$ cat src/rtl/sr_pkg.sv
// sr_pkg: shared opcode/state encodings and defaults for the SR flip-flop driver
package sr_pkg;
    localparam int HOLD_CYCLES_DEF = 5;
    typedef enum logic [1:0] {OP_HOLD = 2'b00, OP_SET = 2'b01, OP_RESET = 2'b10, OP_TOGGLE = 2'b11} op_t;
    typedef enum logic [1:0] {IDLE = 2'b00, DRIVE = 2'b01, CHECK = 2'b10} state_t;
    function automatic logic exp_of(input op_t op, input logic q0);
        return op == OP_SET ? 1'b1 : op == OP_RESET ? 1'b0 : op == OP_HOLD ? q0 : ~q0;
    endfunction
endpackage

$ cat src/rtl/sr_hold_cnt.sv
// sr_hold_cnt: loadable down-counter with zero flag timing the drive interval
module sr_hold_cnt #(
    parameter int CNT_W = 8
) (
    input  logic             clk,
    input  logic             rst,
    input  logic             load,
    input  logic [CNT_W-1:0] load_val,
    input  logic             en,
    output logic             zero
);
    logic [CNT_W-1:0] cnt;
    always_ff @(posedge clk) begin
        if (rst) cnt <= '0;
        else if (load) cnt <= load_val;
        else if (en) cnt <= cnt - 1'b1;
    end
    assign zero = cnt == '0;
endmodule

$ cat src/rtl/sr_driver.sv
// sr_driver: drives an external SR flip-flop for a programmed length, then checks q_fb
module sr_driver
    import sr_pkg::*;
#(
    parameter int HOLD_CYCLES = HOLD_CYCLES_DEF,
    parameter int CNT_W       = 8
) (
    input  logic             clk,
    input  logic             rst,
    input  logic             cmd_valid,
    output logic             cmd_ready,
    input  logic [1:0]       cmd_op,
    input  logic [CNT_W-1:0] hold_len,
    output logic             S,
    output logic             R,
    input  logic             q_fb,
    output logic             done,
    output logic             mismatch,
    output logic [CNT_W-1:0] err_cnt
);
    localparam logic [CNT_W-1:0] DEF_M1 = CNT_W'(HOLD_CYCLES - 1);
    state_t           state;
    op_t              op_q;
    logic             q0;
    logic             zero;
    logic             accept;
    logic             miss;
    logic [CNT_W-1:0] len_m1;
    op_t              op_in;
    assign op_in     = op_t'(cmd_op);
    assign cmd_ready = state == IDLE;
    assign accept    = cmd_valid & cmd_ready;
    assign len_m1    = hold_len == '0 ? DEF_M1 : hold_len - 1'b1;
    assign miss      = q_fb != exp_of(op_q, q0);
    sr_hold_cnt #(.CNT_W(CNT_W)) u_cnt (
        .clk      (clk),
        .rst      (rst),
        .load     (accept),
        .load_val (len_m1),
        .en       (state == DRIVE && !zero),
        .zero     (zero)
    );
    always_ff @(posedge clk) begin
        if (rst) begin
            state    <= IDLE;
            op_q     <= OP_HOLD;
            q0       <= 1'b0;
            S        <= 1'b0;
            R        <= 1'b0;
            done     <= 1'b0;
            mismatch <= 1'b0;
            err_cnt  <= '0;
        end else begin
            done     <= 1'b0;
            mismatch <= 1'b0;
            case (state)
                IDLE: if (cmd_valid) begin
                    state <= DRIVE;
                    op_q  <= op_in;
                    q0    <= q_fb;
                    S     <= op_in == OP_SET || (op_in == OP_TOGGLE && !q_fb);
                    R     <= op_in == OP_RESET || (op_in == OP_TOGGLE && q_fb);
                end
                DRIVE: if (zero) begin
                    state <= CHECK;
                    S     <= 1'b0;
                    R     <= 1'b0;
                end
                CHECK: begin
                    state    <= IDLE;
                    done     <= 1'b1;
                    mismatch <= miss;
                    if (miss && !(&err_cnt)) err_cnt <= err_cnt + 1'b1;
                end
                default: state <= IDLE;
            endcase
        end
    end
endmodule

$ cat config.mk
export PLATFORM = sky130hd
export DESIGN_NAME = sr_driver
export DESIGN_NICKNAME = d
export VERILOG_FILES = /design/src/rtl/sr_pkg.sv /design/src/rtl/sr_hold_cnt.sv /design/src/rtl/sr_driver.sv
export SDC_FILE = /design/constraint.sdc
export NUM_CORES = 1
export LEC_CHECK = 0
export ABC_AREA = 1
export CORE_ASPECT_RATIO = 0.7
export CORE_UTILIZATION = 45
export CTS_CLUSTER_SIZE = 16
export DETAILED_ROUTE_END_ITERATION = 8
export DONT_BUFFER_PORTS = 1
export PLACE_DENSITY = 0.57
export SYNTH_ARGS = -nofsm -noshare
export SYNTH_HDL_FRONTEND = slang
export SYNTH_HIERARCHICAL = 1
export SYNTH_SLANG_ARGS = --single-unit
$ cat constraint.sdc
create_clock -name clk -period 4.65 [get_ports clk]
set_input_delay 0.465 -clock clk [delete_from_list [all_inputs] [get_ports clk]]
set_output_delay 0.465 -clock clk [all_outputs]
set_load 0.02 [all_outputs]
==> implementation parameters <==
Parameter                              Value

Route
  Number of design rule violations left after detail routing ... 0
  Antenna-violating nets left ... 0
  Drt wl/cell ... 12.1 um
  First-pass iteration count of the detailed router ... 5
  DR vias ... 1466
  DRC violation total after the first TritonRoute iteration ... 121
  DRT Wirelength ... 3490 um
  Mean number of vias per cell ... 5.07

STA
  Max transition margin ... 0.441
  Worst clock skew ... 0.00295 ns
  Final critical-path required period ... 2.07 ns
  Max Clock Freq ... 483 MHz
  Transition time at the pin with the least slew margin ... 0.831 ns
  Final hold slack ... 0.256 ns
  Final Max Slew Viols ... 0
  Fin Setup TNS ... 0 ns
  Fin crit share ... 0.445
  Final worst-path setup slack ... 2.58 ns
  Number of failing setup endpoints in the final timing report ... 0
  Hold Vio Cnt, Final ... 0
  Setup repair after global routing missed its margin ... false

Clock network
  Post-CTS setup repair buffer count ... 0
  TritonCTS clock tree ... done
  Clock sink total ... 25
  Cts-stage hold buffer count ... 0
  Clock tree root driver cell ... sky130_fd_sc_hd__clkbuf_8
  Number of buffers created by CTS ... 3
  Maximum number of buffers from clock root to sink ... 2
  Quantity of gates resized following cts ... 0
  Clock-pin transition on the worst setup and hold timing paths ... 0.08 ns
  H-tree depth ... 1
  Worst-skew pair later-pin latency ... 0.26 ns

Yosys
  Portion of the post-synthesis area used by sequential elements ... 0.315
  Synthesized netlist cell count ... 239
  Area contributors post-synth ... sky130_fd_sc_hd__dfxtp_1 (32%), sky130_fd_sc_hd__nand2_1 (11%), sky130_fd_sc_hd__inv_1 (8.8%)
  Synth Warn # ... 6
  Library cell with the largest summed area after synthesis ... sky130_fd_sc_hd__dfxtp_1
  Number of nets produced by synthesis ... 257
  Share of flip-flops with an asynchronous set or reset after synthesis ... 0
  Number of enable-type register cells in the synthesized netlist ... 0
  Post-Synthesis Cell Area ... 0.00159 sq mm
  Post-Synthesis Mean Instance Area ... 6.64 sq um
  Count of cell types in the netlist ... 31
  Most used standard cells in the synthesized netlist ... sky130_fd_sc_hd__nand2_1 (46), sky130_fd_sc_hd__inv_1 (37), sky130_fd_sc_hd__nor2_1 (31), sky130_fd_sc_hd__dfxtp_1 (25), sky130_fd_sc_hd__nand3_1 (16)
  Synth top area share ... 0.315
  Top_reg_cell synth ... sky130_fd_sc_hd__dfxtp_1
  Synthesis-stage register bit count ... 25
  Most numerous cell in the Yosys netlist ... sky130_fd_sc_hd__nand2_1

Power
  Clock power frac ... 0.239
  PnR Total Power ... 0.531 mW
  Proportion of total power due to net switching ... 0.351
  Relative contribution of sequential cells to total power ... 0.471
  Fraction of power consumed by combinational cells ... 0.289
  Total net switching power ... 0.186 mW
  Maximum vdd ir drop ... 0.144 mV
  Internal Dissipation ... 0.344 mW
  Areal power density over the cells ... 315 mW/mm^2
  Leakage power ... 0.757 nW

Layout
  Total area of sequential cells ... 500 sq um
  Ant. Diodes ... 0
  Final Net Count ... 261
  Area growth from synthesis to final layout ... 6.07%
  Area of combinational cells with multiple inputs ... 910 sq um
  Share of post-route cells with drive strength above 1 ... 0.128
  Filler cells ... 337

GRT
  GR Overflow Total ... 0
  Met1 layer usage reported by global route ... 0.307
  Via count of the first global-routing pass ... 1306
  Largest net degree at the start of global routing ... 19
  First-pass GRT wire length ... 5890 um
  Gr busiest metal ... met1
  Global routing usage on met3 ... 0.0504
  Number of antenna violations at the first check in global routing ... 0
  Grt met2 use ... 0.305
  Total routing usage reported by global routing ... 0.208

Placement
  # port buffers ... 0
  Routability Congestion ... 0.871
  Pre-CTS worst setup slack ... 2.64 ns
  HPWL after detailed placement ... 2800 um

Setup path
  Worst Setup End Kind ... flip-flop
  Slowest cell on the critical path ... sky130_fd_sc_hd__nor3_1
  Internal reg-to-reg setup slack ... 2.58 ns
  Buffers & Inverters on Critical Path ... 2
  Critical Path Most Common Cell ... sky130_fd_sc_hd__inv_2
  Cell-by-cell trace of the critical path ... inv_2, ha_1, nand3_1, nor2_1, nor3_1, nand2_2, inv_2, o21ai_1, a31oi_1
  Cells on worst reg2reg path ... 9
  Worst endpoint required time ... 4.84 ns
  CP Launch Type ... flip-flop
  Highest fanout seen on the critical path ... 7
  Worst r2r src ... u_cnt/cnt[0]
  Cell family contributing the most delay on the critical path ... simple AND/OR/NAND/NOR gates
  CP max stage delay ... 0.68 ns
  Capturing point of the worst reg2reg path ... u_cnt/cnt[2]
  Arrival time reported for the critical path endpoint ... 2.26 ns
  Category of the most critical setup path ... reg -> reg

Floorplan
  Initial core utilization ... 0.488
  Die ar. ... 0.00377 sq mm
  # rows ... 17
  Die Height ... 51.7 um
  Core outline area ... 0.00325 sq mm
  Number of placed I/O pins ... 27
  Horiz. Die Dim ... 73.0 um

Flow run
  Max-capacitance violation count ... 0

Min path
  Min-delay src ... rst
  Hold Crit Endpoint ... u_cnt/cnt[6]
  Number of cells traversed by the worst hold path ... 1
  Path type of the worst min-delay path ... in -> reg

Outcome
  Outcome ... finished, final reports clean
-- flip-flops by register name, indices dropped and copies added (netlist names) --
signal,flops
R,1
S,1
done,1
err_cnt,8
mismatch,1
op_q,2
q0,1
state,2
u_cnt/cnt,8
-- routing by layer --
layer / vias up / wire [um]
met1: 657 / 1920
met2: 43 / 1360
met4: 0 / 14
met3: 2 / 196
li1: 764 / -
met5: - / 0
-- placed cells by master, fill, tap and decap left out, types with 4 or more instances in the layout --
cell type / n
sky130_fd_sc_hd__nand2_1: 46
sky130_fd_sc_hd__inv_1: 37
sky130_fd_sc_hd__nor2_1: 31
sky130_fd_sc_hd__dfxtp_1: 25
sky130_fd_sc_hd__nand3_1: 16
sky130_fd_sc_hd__a21oi_1: 14
sky130_fd_sc_hd__inv_2: 7
sky130_fd_sc_hd__o21ai_0: 6
sky130_fd_sc_hd__o21ai_1: 6
sky130_fd_sc_hd__nand4_1: 5
sky130_fd_sc_hd__nor2_2: 4
sky130_fd_sc_hd__nor2_4: 4
sky130_fd_sc_hd__xor2_1: 4
sky130_fd_sc_hd__nand2_2: 4
sky130_fd_sc_hd__ha_1: 4
-- kinds of logic (layout without fill, tap and decap cells) --
| group | count (synthesis) | after routing | share of synthesized area |
|---|---|---|---|
| flops | 25 | 25 | 0.315 |
| simple gates | 122 | 122 | 0.381 |
| compound gates | 36 | 36 | 0.128 |
| buf+inv | 46 | 49 | 0.111 |
| fa+ha+maj | 4 | 4 | 0.0315 |
| xor+xnor | 6 | 6 | 0.0331 |
-- stage by stage --
stage | utilization | cell area [sq um] | std cells
after floorplan | - | 1590 | 239
after global routing | 0.517 | 1680 | 289
final | 0.517 | 1680 | 289
after detailed placement | 0.503 | 1640 | 285
after global placement | 0.503 | 1640 | 285
after CTS | 0.517 | 1680 | 289
-- how the worst max path moves through the flow --
| stage | from | to | slack [ns] | cells after the start |
|---|---|---|---|---|
| 6_report | u_cnt/cnt[0] | u_cnt/cnt[2] | 2.58 | 9 |
| 5_1_grt | u_cnt/cnt[0] | u_cnt/cnt[4] | 2.39 | 11 |
| 4_1_cts | u_cnt/cnt[0] | u_cnt/cnt[2] | 2.58 | 9 |
| 3_5_place_dp | u_cnt/cnt[0] | u_cnt/cnt[3] | 2.64 | 9 |
| 3_3_place_gp | u_cnt/cnt[0] | u_cnt/cnt[3] | 2.66 | 9 |
| 2_1_floorplan | u_cnt/cnt[0] | u_cnt/cnt[3] | 2.87 | 9 |
-- area by class of cell --
class                      instances  area share
sequential                        25       0.297
clock buffer                       4      0.0268
inverter                          45       0.100
tap                               47      0.0349
multi-input combinational        168       0.541
-- worst reg2reg max path, stage by stage, from the launching register on --
cell and delay, ns:
sky130_fd_sc_hd__dfxtp_1 0.38, sky130_fd_sc_hd__inv_2 0.07, sky130_fd_sc_hd__ha_1 0.20, sky130_fd_sc_hd__nand3_1 0.08
sky130_fd_sc_hd__nor2_1 0.07, sky130_fd_sc_hd__nor3_1 0.68, sky130_fd_sc_hd__nand2_2 0.16, sky130_fd_sc_hd__inv_2 0.14
sky130_fd_sc_hd__o21ai_1 0.07, sky130_fd_sc_hd__a31oi_1 0.14
-- power by group through the flow --
stage | clock, mW | combinational (mW) | sequential (mW)
after floorplan | 0 | 0.125 | 0.251
after global placement | 0 | 0.150 | 0.254
after detailed placement | 0 | 0.152 | 0.255
after CTS | 0.133 | 0.153 | 0.250
after global routing | 0.142 | 0.174 | 0.253
final | 0.127 | 0.153 | 0.250
(Power assumes the default switching activity.)
